===== src/rtl/regfile_pkg.sv =====
// Shared defaults and sizing helper for the scoreboarded register file.
package regfile_pkg;

   localparam int RF_N     = 16;
   localparam int RF_DEPTH = 8;
   localparam int RF_NRD   = 2;

   function automatic int clog2(input int value);
      int w;
      w = 0;
      while ((1 << w) < value) w++;
      return w;
   endfunction

endpackage


===== src/rtl/reg_busy_sb.sv =====
// Pending-write scoreboard: one busy bit per register plus per-read-port hazard flags.
module reg_busy_sb
   import regfile_pkg::*;
#(
   parameter  int DEPTH   = RF_DEPTH,
   parameter  int NRD     = RF_NRD,
   parameter  int R0_ZERO = 0,
   localparam int AW      = clog2(DEPTH)
) (
   input  logic              clk,
   input  logic              rst,
   input  logic              we0,
   input  logic [AW-1:0]     waddr0,
   input  logic              we1,
   input  logic [AW-1:0]     waddr1,
   input  logic              busy_set,
   input  logic [AW-1:0]     busy_addr,
   input  logic              flush,
   input  logic [NRD*AW-1:0] raddr,
   output logic [NRD-1:0]    hazard,
   output logic [DEPTH-1:0]  busy_vec
);

   logic [DEPTH-1:0] busy_q;
   logic [DEPTH-1:0] busy_d;

   // Order matters: write clears, then set overrides clear, then flush overrides all.
   always_comb begin
      busy_d = busy_q;
      if (we0) busy_d[waddr0] = 1'b0;
      if (we1) busy_d[waddr1] = 1'b0;
      if (busy_set && !((R0_ZERO != 0) && (busy_addr == '0))) busy_d[busy_addr] = 1'b1;
      if (flush) busy_d = '0;
   end

   always_ff @(posedge clk or posedge rst) begin
      if (rst) busy_q <= '0;
      else     busy_q <= busy_d;
   end

   assign busy_vec = busy_q;

   for (genvar p = 0; p < NRD; p++) begin : g_haz
      logic [AW-1:0] ra;
      assign ra = raddr[p*AW +: AW];
      // A same-cycle write resolves the operand through the bypass.
      assign hazard[p] = busy_q[ra]
                       && !(we0 && (waddr0 == ra))
                       && !(we1 && (waddr1 == ra))
                       && !((R0_ZERO != 0) && (ra == '0));
   end

endmodule


===== src/rtl/reg_file_sb.sv =====
// Two-write, NRD-read register file with write-to-read bypass and a busy scoreboard.
module reg_file_sb
   import regfile_pkg::*;
#(
   parameter  int N       = RF_N,
   parameter  int DEPTH   = RF_DEPTH,
   parameter  int NRD     = RF_NRD,
   parameter  int R0_ZERO = 0,
   localparam int AW      = clog2(DEPTH)
) (
   input  logic              clk,
   input  logic              rst,
   input  logic              we0,
   input  logic [AW-1:0]     waddr0,
   input  logic [N-1:0]      wdata0,
   input  logic              we1,
   input  logic [AW-1:0]     waddr1,
   input  logic [N-1:0]      wdata1,
   input  logic [NRD*AW-1:0] raddr,
   output logic [NRD*N-1:0]  rdata,
   input  logic              busy_set,
   input  logic [AW-1:0]     busy_addr,
   input  logic              flush,
   output logic [NRD-1:0]    hazard,
   output logic [DEPTH-1:0]  busy_vec
);

   logic [N-1:0] mem [DEPTH];

   // Port 1 is written last so it wins a same-address collision.
   always_ff @(posedge clk or posedge rst) begin
      if (rst) begin
         for (int i = 0; i < DEPTH; i++) mem[i] <= '0;
      end else begin
         if (we0 && !((R0_ZERO != 0) && (waddr0 == '0))) mem[waddr0] <= wdata0;
         if (we1 && !((R0_ZERO != 0) && (waddr1 == '0))) mem[waddr1] <= wdata1;
      end
   end

   for (genvar p = 0; p < NRD; p++) begin : g_rd
      logic [AW-1:0] ra;
      logic [N-1:0]  rd;
      assign ra = raddr[p*AW +: AW];
      always_comb begin
         rd = mem[ra];
         if (we0 && (waddr0 == ra)) rd = wdata0;
         if (we1 && (waddr1 == ra)) rd = wdata1;
         if ((R0_ZERO != 0) && (ra == '0)) rd = '0;
      end
      assign rdata[p*N +: N] = rd;
   end

   reg_busy_sb #(
      .DEPTH   (DEPTH),
      .NRD     (NRD),
      .R0_ZERO (R0_ZERO)
   ) u_busy (
      .clk       (clk),
      .rst       (rst),
      .we0       (we0),
      .waddr0    (waddr0),
      .we1       (we1),
      .waddr1    (waddr1),
      .busy_set  (busy_set),
      .busy_addr (busy_addr),
      .flush     (flush),
      .raddr     (raddr),
      .hazard    (hazard),
      .busy_vec  (busy_vec)
   );

endmodule


===== config.mk =====
export PLATFORM = sky130hd
export DESIGN_NAME = reg_file_sb
export DESIGN_NICKNAME = d
export VERILOG_FILES = /design/src/rtl/regfile_pkg.sv /design/src/rtl/reg_busy_sb.sv /design/src/rtl/reg_file_sb.sv
export SDC_FILE = /design/constraint.sdc
export NUM_CORES = 1
export LEC_CHECK = 0
export CAP_MARGIN = 20
export CORE_MARGIN = 8
export CORE_UTILIZATION = 45
export DETAILED_ROUTE_END_ITERATION = 8
export PLACE_DENSITY = 0.68
export SYNTH_ARGS = -nofsm -noshare
export SYNTH_HDL_FRONTEND = slang
export SYNTH_SLANG_ARGS = --single-unit

===== constraint.sdc =====
create_clock -name clk -period 4.5 [get_ports clk]
set_clock_uncertainty 0.1 [all_clocks]
set_input_delay 0.9 -clock clk [delete_from_list [all_inputs] [get_ports clk]]
set_output_delay 0.9 -clock clk [all_outputs]
set_load 0.02 [all_outputs]

==> run metrics, run 1 <==
status=finished, final reports clean; max-slew violations=0; routed via count=7373; starting density of the core=45.6%; Crit-path slowest cell=clkdlybuf4s50_1; synthesized-area fraction occupied by and/or/nand/nor cells=a little under a tenth; slowest stage delay, CP=560 ps; synth-to-layout area growth=18.7%; Seq cells post-synth=roughly 140; CTS clock-pin slew for the worst setup and hold paths=60 ps; Root Buffer=clkbuf_16; Leak=roughly 4.9 nW; Detail Route Antenna Nets=0; CP Capture Type=primary output; TNS Setup=0 ps; global-route wire length before repair=around 44000 um; CP delay by family, top=buffers and inverters; Critical Path RT=approximately 3500 ps; Via density=slightly above 6; final period utilization=a little over nine tenths; vias in the first global route=7408; Post-route DRC=0; most area-consuming cells after synthesis=dfrtp_1 (36%), mux2i_1 (17%), mux4_1 (11%); deepest clock path buffer count=2; Die H=161 um; post-layout util=~54%; Netlist cell types=31; CTS buffer count=17; Synth Warn #=0; grt total ovfl=0; share of the synthesized area in the top cell type=between 30% and 40%; largest family of logic cells by synthesized area=multiplexers; die area=around 26000 sq um; PortBufs=94; all-layer global routing usage=22.0%; CP dominant cell by count=clkdlybuf4s50_1; Avg Cell Area, Syn=10.7 sq um; R2R Setup Slk=3580 ps; CP Class=input pin to primary output; adder-cell share of the synthesized area=0%; most common cell after layout, fill and taps aside=mux2i_1; mux share of post-synthesis cell area=between 30% and 40%; unrepaired setup endpoints after global routing=false; post-CTS resize count=0; fin cells=roughly 1200; P per Cell Area=~400 nW/um^2; initial antenna violation count=0; Synth Area in Compound Gates=roughly 8.9%; CP Buf/Inv Count=3; Synth Flop Type=dfrtp_1; crit-path cells=clkdlybuf4s50_1 -> buf_12 -> mux4_2 -> mux2_2 -> mux2i_1 -> o21ai_0 -> clkdlybuf4s50_1; drt wl/cell=around 23 um; total wire length=28500 um; Syn Inst Count=894; Hold Crit Class=flip-flop to flip-flop; Post-synth EDFFs=0; WHS Path Cells=2; cells on worst reg2reg path=2; clock sink total=136; reg-to-reg endpoint=mem[101]$_DFF_PP0_; Final min period=roughly 4200 ps; largest fanout on the critical path=22; Hold Vio Cnt, Final=0; CP startpoint kind=input pin; Max VDD drop=around 0.18 mV; Routability Congestion=slightly above 0.8; Reg2Reg Launch Point=mem[101]$_DFF_PP0_; setup bufs post-CTS=0; fmax=approximately 240 MHz; hold path start=mem[102]$_DFF_PP0_; Nets=between 900 and 1000; H-tree Lvls=4; Async S/R FF share, synth=100%; Mapped Nets=947; Clock Latency Late Sink=430 ps; WP data arrival=3250 ps; worst hold endpoint=mem[102]$_DFF_PP0_; share of layout cells above drive strength 1=~15%; Core Area=20900 sq um; commonest cells after routing, fill and taps aside=mux2i_1 (160), dfrtp_1 (136), nand2_1 (96); Slew headroom=39.5%; Slew @ Worst Pin=about 900 ps; CTS tree=built; die span in x=between 150 and 200 um; largest net degree at the start of global routing=64; hold_buf cts=0; sequential fraction of the synthesis area=35.7%; post-DP HPWL=approximately 17000 um; n_diodes=0; placed insts=around 1200; Max-cap violations=0; Synth area leader=dfrtp_1; row count=53; cell area after synthesis=9520 sq um; Synth Area in XOR/XNOR=1.10%; endpoints failing setup=0; # IOs=95; First-pass DRT Iterations=5; Starting DRT DRC Count=between 600 and 700
==> state kept, by name (all words and copies together) (netlist names) <==
signal and count:
mem 128, u_busy.busy_vec 8
==> power breakdown <==
group	internal [W]	switching (W)
Sequential	0.00148	0.000190
Combinational	0.000751	0.000633
Clock	0.000952	0.000550
==> cell type report <==
cell class / instances / area (sq um)
Fill cell: 1769 / 9580
Multi-Input combinational cell: 644 / 5590
Sequential cell: 136 / 3400
Timing Repair Buffer: 134 / 1340
Clock buffer: 19 / 453
Tap cell: 275 / 344
Clock inverter: 12 / 173
Inverter: 1 / 7.51
==> Yosys cell counts, types with 24 or more instances <==
master	number
mux2i_1	160
dfrtp_1	136
nand2_1	96
nor2_1	73
a21oi_1	68
o21ai_0	63
clkbuf_1	59
mux4_1	41
mux2_2	34
o21ai_1	33
mux4_2	27
buf_2	24
==> worst reg2reg max path: stages (launching register included) <==
cell and delay (ps):
dfrtp_1 420, mux2i_1 160, o21ai_0 90
==> metal layers <==
layer  track usage, %  wire length, um  part of all wire, %
met5                0                0                    0
met4             8.16              737                  2.6
met3             3.51             1840                  6.4
met2             36.1            13700                   48
met1             29.0            12200                   43
==> kinds of logic after synthesis <==
logic type / after synthesis
AOI/OAI and AO/OA: 168
xor gates and xnor gates: 12
buffers and inverters: 114
DFF: 136
muxes: 262
and+or+nand+nor: 202
==> worst max-delay path by stage <==
stage / startpoint / endpoint / depth (start not counted)
finish: raddr[4] / rdata[25] / 7
global placement: raddr[1] / rdata[5] / 7
CTS: raddr[4] / rdata[25] / 7
floorplan: raddr[5] / rdata[25] / 6
detailed placement: raddr[4] / rdata[25] / 7
global route: raddr[4] / rdata[25] / 7
==> per-stage QoR <==
step	total power, W	setup slack, ps	instance area (sq um)	hold WS, ps
after floorplan	0.00258	1170	9530	421
after global placement	0.00303	296	10700	454
after detailed placement	0.00307	263	10700	466
after CTS	0.00457	222	11300	480
after global routing	0.00477	164	11300	499
final	0.00456	251	11300	470
Note: power is estimated with default switching activity, not from simulation.
==> inputs of run 2 (changes only) <==
--- a/config.mk
+++ b/config.mk
@@ -8,6 +8,7 @@
 export CAP_MARGIN = 20
 export CORE_MARGIN = 8
 export CORE_UTILIZATION = 45
+export CTS_CLUSTER_DIAMETER = 150
 export DETAILED_ROUTE_END_ITERATION = 8
 export PLACE_DENSITY = 0.68
 export SYNTH_ARGS = -nofsm -noshare
==> results of run 2 <==
No change in the layout: final DEF, timing and power equal those of run 1.
